$ cat src/rtl/input_stage_pipe_if.sv
// Handshake and data bundle for the beamformer input register stage.
// The upstream/downstream driver uses master; the stage itself uses slave.
interface input_stage_pipe_if #(
    parameter int unsigned N_CH  = 8,
    parameter int unsigned DW    = 18,
    parameter int unsigned CNT_W = 16
) ();
    logic                     in_valid;
    logic                     in_ready;
    logic [N_CH*2*DW-1:0]     xin;
    logic [2*DW-1:0]          din;
    logic                     w_load;
    logic [N_CH*2*DW-1:0]     win;
    logic                     out_valid;
    logic                     out_ready;
    logic [N_CH*2*DW-1:0]     x;
    logic [2*DW-1:0]          d;
    logic [N_CH*2*DW-1:0]     w;
    logic                     w_new;
    logic [CNT_W-1:0]         sample_cnt;

    modport master (
        output in_valid, xin, din, w_load, win, out_ready,
        input  in_ready, out_valid, x, d, w, w_new, sample_cnt
    );

    modport slave (
        input  in_valid, xin, din, w_load, win, out_ready,
        output in_ready, out_valid, x, d, w, w_new, sample_cnt
    );
endinterface

$ cat src/rtl/input_stage_pipe.sv
// Input register stage for the adaptive beamformer: pipes snapshot x, reference d and
// the weight set in force at accept time through DEPTH stages with valid/ready control.
module input_stage_pipe #(
    parameter int unsigned N_CH  = 8,
    parameter int unsigned DW    = 18,
    parameter int unsigned DEPTH = 1,
    parameter int unsigned CNT_W = 16
) (
    input logic               clk,
    input logic               rst,
    input_stage_pipe_if.slave bus
);
    localparam int unsigned XW  = N_CH * 2 * DW;
    localparam int unsigned DDW = 2 * DW;
    localparam logic [CNT_W-1:0] CNT_ONE = CNT_W'(1);

    logic [XW-1:0]    r_x   [DEPTH];
    logic [DDW-1:0]   r_d   [DEPTH];
    logic [XW-1:0]    r_w   [DEPTH];
    logic             r_new [DEPTH];
    logic             r_vld [DEPTH];

    logic [XW-1:0]    r_w_shadow;
    logic             r_load_flag;
    logic [CNT_W-1:0] r_cnt;

    logic             w_adv;
    logic             w_accept;
    logic             w_out_hs;

    // Whole pipe moves in lockstep: bubbles are not collapsed.
    assign w_adv    = !r_vld[DEPTH-1] || bus.out_ready;
    assign w_accept = bus.in_valid && w_adv;
    assign w_out_hs = r_vld[DEPTH-1] && bus.out_ready;

    always_ff @(posedge clk) begin
        if (rst) begin
            for (int i = 0; i < int'(DEPTH); i++) begin
                r_vld[i] <= 1'b0;
                r_x[i]   <= '0;
                r_d[i]   <= '0;
                r_w[i]   <= '0;
                r_new[i] <= 1'b0;
            end
        end else if (w_adv) begin
            r_vld[0] <= bus.in_valid;
            r_x[0]   <= bus.xin;
            r_d[0]   <= bus.din;
            r_w[0]   <= r_w_shadow;
            r_new[0] <= r_load_flag;
            for (int i = 1; i < int'(DEPTH); i++) begin
                r_vld[i] <= r_vld[i-1];
                r_x[i]   <= r_x[i-1];
                r_d[i]   <= r_d[i-1];
                r_w[i]   <= r_w[i-1];
                r_new[i] <= r_new[i-1];
            end
        end
    end

    // A sample accepted alongside a load still sees the old shadow and flag,
    // and the flag survives so the following sample is marked as first-new.
    always_ff @(posedge clk) begin
        if (rst) begin
            r_w_shadow  <= '0;
            r_load_flag <= 1'b0;
        end else if (bus.w_load) begin
            r_w_shadow  <= bus.win;
            r_load_flag <= 1'b1;
        end else if (w_accept) begin
            r_load_flag <= 1'b0;
        end
    end

    always_ff @(posedge clk) begin
        if (rst) begin
            r_cnt <= '0;
        end else if (w_out_hs) begin
            r_cnt <= r_cnt + CNT_ONE;
        end
    end

    assign bus.in_ready   = w_adv;
    assign bus.out_valid  = r_vld[DEPTH-1];
    assign bus.x          = r_x[DEPTH-1];
    assign bus.d          = r_d[DEPTH-1];
    assign bus.w          = r_w[DEPTH-1];
    assign bus.w_new      = r_new[DEPTH-1];
    assign bus.sample_cnt = r_cnt;
endmodule

$ cat src/flat_wrapper.sv
// flat-port wrapper written by rule: the top's interface ports become plain ports
module input_stage_pipe_flat 
#(
    parameter int unsigned N_CH  = 8,
    parameter int unsigned DW    = 18,
    parameter int unsigned DEPTH = 1,
    parameter int unsigned CNT_W = 16
)
  (clk, rst, bus_in_valid, bus_xin, bus_din, bus_w_load, bus_win, bus_out_ready, bus_in_ready, bus_out_valid, bus_x, bus_d, bus_w, bus_w_new, bus_sample_cnt);
  input_stage_pipe_if #(.N_CH(N_CH), .DW(DW), .CNT_W(CNT_W)) bus_i ();
  input logic clk;
  input logic rst;
  input wire logic [$bits(bus_i.in_valid)-1:0] bus_in_valid;
  input wire logic [$bits(bus_i.xin)-1:0] bus_xin;
  input wire logic [$bits(bus_i.din)-1:0] bus_din;
  input wire logic [$bits(bus_i.w_load)-1:0] bus_w_load;
  input wire logic [$bits(bus_i.win)-1:0] bus_win;
  input wire logic [$bits(bus_i.out_ready)-1:0] bus_out_ready;
  output wire logic [$bits(bus_i.in_ready)-1:0] bus_in_ready;
  output wire logic [$bits(bus_i.out_valid)-1:0] bus_out_valid;
  output wire logic [$bits(bus_i.x)-1:0] bus_x;
  output wire logic [$bits(bus_i.d)-1:0] bus_d;
  output wire logic [$bits(bus_i.w)-1:0] bus_w;
  output wire logic [$bits(bus_i.w_new)-1:0] bus_w_new;
  output wire logic [$bits(bus_i.sample_cnt)-1:0] bus_sample_cnt;
  assign bus_i.in_valid = bus_in_valid;
  assign bus_i.xin = bus_xin;
  assign bus_i.din = bus_din;
  assign bus_i.w_load = bus_w_load;
  assign bus_i.win = bus_win;
  assign bus_i.out_ready = bus_out_ready;
  assign bus_in_ready = bus_i.in_ready;
  assign bus_out_valid = bus_i.out_valid;
  assign bus_x = bus_i.x;
  assign bus_d = bus_i.d;
  assign bus_w = bus_i.w;
  assign bus_w_new = bus_i.w_new;
  assign bus_sample_cnt = bus_i.sample_cnt;
  input_stage_pipe #(.N_CH(N_CH), .DW(DW), .DEPTH(DEPTH), .CNT_W(CNT_W)) u_core (.clk(clk), .rst(rst), .bus(bus_i));
endmodule
$ cat config.mk
export PLATFORM = sky130hd
export DESIGN_NAME = input_stage_pipe_flat
export DESIGN_NICKNAME = d
export VERILOG_FILES = /design/src/rtl/input_stage_pipe_if.sv /design/src/rtl/input_stage_pipe.sv /design/src/flat_wrapper.sv
export SDC_FILE = /design/constraint.sdc
export NUM_CORES = 1
export LEC_CHECK = 0
export CORE_AREA = 4 4 483 485
export DETAILED_ROUTE_END_ITERATION = 7
export DIE_AREA = 0 0 487 489
export PLACE_DENSITY = 0.45
export SYNTH_ARGS = -nofsm -noshare
export SYNTH_HDL_FRONTEND = slang
export SYNTH_SLANG_ARGS = --single-unit
$ cat constraint.sdc
create_clock -name clk -period 11 [get_ports clk]
set_input_delay 2.75 -clock clk [delete_from_list [all_inputs] [get_ports clk]]
set_output_delay 2.75 -clock clk [all_outputs]
set_load 0.05 [all_outputs]
==> results.yml <==
timing:
  setup_viol: 0
  relSlewSlack_pct: 10.1
  clock_skew_ns: 0.0764
  final_max_slew_viol_count: 0
  fin_crit_ns: 7.13
  hold_viol: 0
  whs_ns: 0.482
  worst_pin_slew_ns: 1.35
  max_freq_mhz: 140
  tns_ns: 0
  finalCritPeriodShare_pct: 64.8
  grt_setup_unrepaired: "no"
  fin_ws_ns: 3.87
route:
  first_pass_iters: 6
  avgViaCountPerCell: 3.39
  vias: 22700
  first_iter_violations: 1151
  post_drt_wl_per_cell_um: 22.5
  routed_wl_um: 151000
  ant_nets: 0
  drc_errors: 0
clocking:
  cts_buffers: 111
  cts.reportedPaths.clkPinSlew_ns: 0.06
  cts_root_buf: "clkbuf_16"
  clk_latency_ns: 0.78
  cts_setup_buffers: 0
  cts_resized: 0
  ctsHtreeMaxLevel: 3
  cts_hold_buf: 0
  cts_tree: "built"
  cts.sinks: 919
  ctsLongestPathBuffers: 3
synth:
  synth_area_um2: 33400
  synth_seq_area_share_pct: 73.5
  synth_seq_cells: 919
  async_flop_share_pct: 0
  ys.warnings.count: 0
  synth_fp_nets: 2930
  avgSynthCellArea_um2: 14.4
  syn_inst: 2312
  synth_flop_cell: "edfxtp_1"
  synthDistinctLibCells: 31
  synth_edf_count: 614
worst_setup_path:
  worstPathRequired_ns: 8.25
  start_kind: "input pin"
  criticalPathCategory: "input pin to output port"
  arrival_ns: 4.38
  critPathMaxFanout: 5
  endpoint_kind: "output port"
grt:
  antenna_found_initial: 98
  grt_overflow_total: 0
  grt_pass1_wl_um: 199000
  grt_pass1_vias: 23000
  grt.total_usage_pct: 12.0
  grt_max_degree: 241
placed_design:
  placed_cell_area_um2: 49400
  hpwl_um: 115000
  portBuffers: 1247
  globalplace.congestion: 0.843
  dp_slack_ns: 3.88
die:
  initial_core_util_pct: 14.6
  dieWidth_um: 487
  io_pins: 1248
  rows: 176
  core_um2: 229000
  dieHeight_um: 489
  dieArea_um2: 238000
cells_and_area:
  nets: 4181
  fill_cells: 24200
  area_growth_pct: 58.9
  stdcell_area_um2: 53100
  drive_gt1_share_pct: 5.44
pwr:
  irDropWorstVdd_v: 0.000131
  power.total_mw: 9.24
  p_leak_nw: 20.4
  power_per_cell_area_nw_per_um2: 174
outcome:
  status: "finished clean"
job:
  maxCapViolations: 0
hold_path:
  hold_class: "flip-flop to flip-flop"
-- synth_stat cells (2+ instances only) --
library cell | number | area share, %
buf_2 | 88 | 1.3
or3_1 | 2 | 0.037
xor2_1 | 7 | 0.18
o21ai_0 | 2 | 0.030
mux2i_1 | 288 | 8.6
and4_1 | 2 | 0.052
and2_1 | 614 | 12
xnor2_1 | 4 | 0.10
nor2_1 | 301 | 3.4
nor3_1 | 2 | 0.030
nand2_1 | 8 | 0.090
nand4_1 | 4 | 0.075
clkbuf_1 | 43 | 0.48
buf_1 | 4 | 0.045
a21oi_1 | 6 | 0.090
edfxtp_1 | 614 | 55
nand3_1 | 5 | 0.075
dfxtp_1 | 305 | 18
-- cell type report --
type                    instances  area, um^2  area share [%]
inverters                       1        3.75         0.00707
clock inverters                55         571            1.08
repair buffers               1273       12800            24.1
multi-input cells            1257        8230            15.5
flip-flops and latches        919       24500            46.3
diodes                         14        35.0          0.0660
clock buffers                 154        3090            5.83
well taps                    3026        3790            7.14
-- critical path: stages --
cell and delay [ns]:
clkdlybuf4s50_1 0.57, nand2b_1 0.22, clkdlybuf4s50_1 0.83
-- flip-flops by register name, indices dropped and copies added (netlist names) --
name                   count
u_core.bus.sample_cnt     16
u_core.r_load_flag         1
u_core.r_w_shadow        288
u_core.r_vld               1
u_core.r_new               1
u_core.r_w               288
u_core.r_x               288
u_core.r_d                36
-- layout by cell type, fill, tap and decap left out, drive strengths merged, types with 2 or more instances in the layout --
cell type and n:
or3 2, nand3 5, nor3 2, clkinv 41
inv 6, nor2 301, xnor2 4, mux2i 288
clkbuf 154, buf 29, a21oi 6, nand2 8
o21ai 2, xor2 7, clkdlybuf4s50 1244, edfxtp 614
nand4 5, dfxtp 305, diode 14, clkinvlp 4
and2 614, and4 3, bufinv 5
-- routing by layer --
metal | vias to the layer above | share of wire, % | global-route usage [%]
li1 | 10400 | - | -
met1 | 10900 | 36 | 12.4
met2 | 1013 | 52 | 21.9
met3 | 306 | 9.8 | 5.25
met4 | 24 | 2.9 | 3.66
met5 | - | 0.10 | 0
-- stage by stage --
step           util (%)  instances
6_report           23.1       6699
5_1_grt            23.1       6692
4_1_cts            23.1       6685
3_5_place_dp       21.5       6476
3_3_place_gp       21.5       6476
2_1_floorplan         -       2312
-- logic make-up (layout without fill, tap and decap cells) --
group,count (synthesis),in the layout,synth area share (%)
flip-flops,919,919,73.5
multiplexers,288,288,8.63
XOR/XNOR,11,11,0.289
other,0,14,0
AND/OR/NAND/NOR,947,947,15.5
AO/OA/AOI/OAI,10,10,0.169
adder cells (fa/ha/maj),1,1,0.0375
buffers and inverters,136,1483,1.86
-- path summary, 6_finish.rpt --
kind | cells past startpoint | slack, ns | endpoint | from
worst max register to register | 5 | 7.86 | u_core.r_x[0][30] | u_core.r_vld[0]
worst min register to register | 2 | 0.48 | u_core.r_w_shadow[148] | u_core.r_w_shadow[148]
worst min-delay path | 2 | 0.48 | u_core.r_w_shadow[148] | u_core.r_w_shadow[148]
worst max-delay path | 3 | 3.87 | bus_in_ready | bus_out_ready
-- where the power goes --
part           switching, mW  leakage [nW]  internal (mW)
clock                   1.59          1.78           2.10
combinational          0.959          8.91          0.575
sequential            0.0937          9.67           3.92
total                   2.64          20.4           6.60
Power figures use the tool's default switching activity.
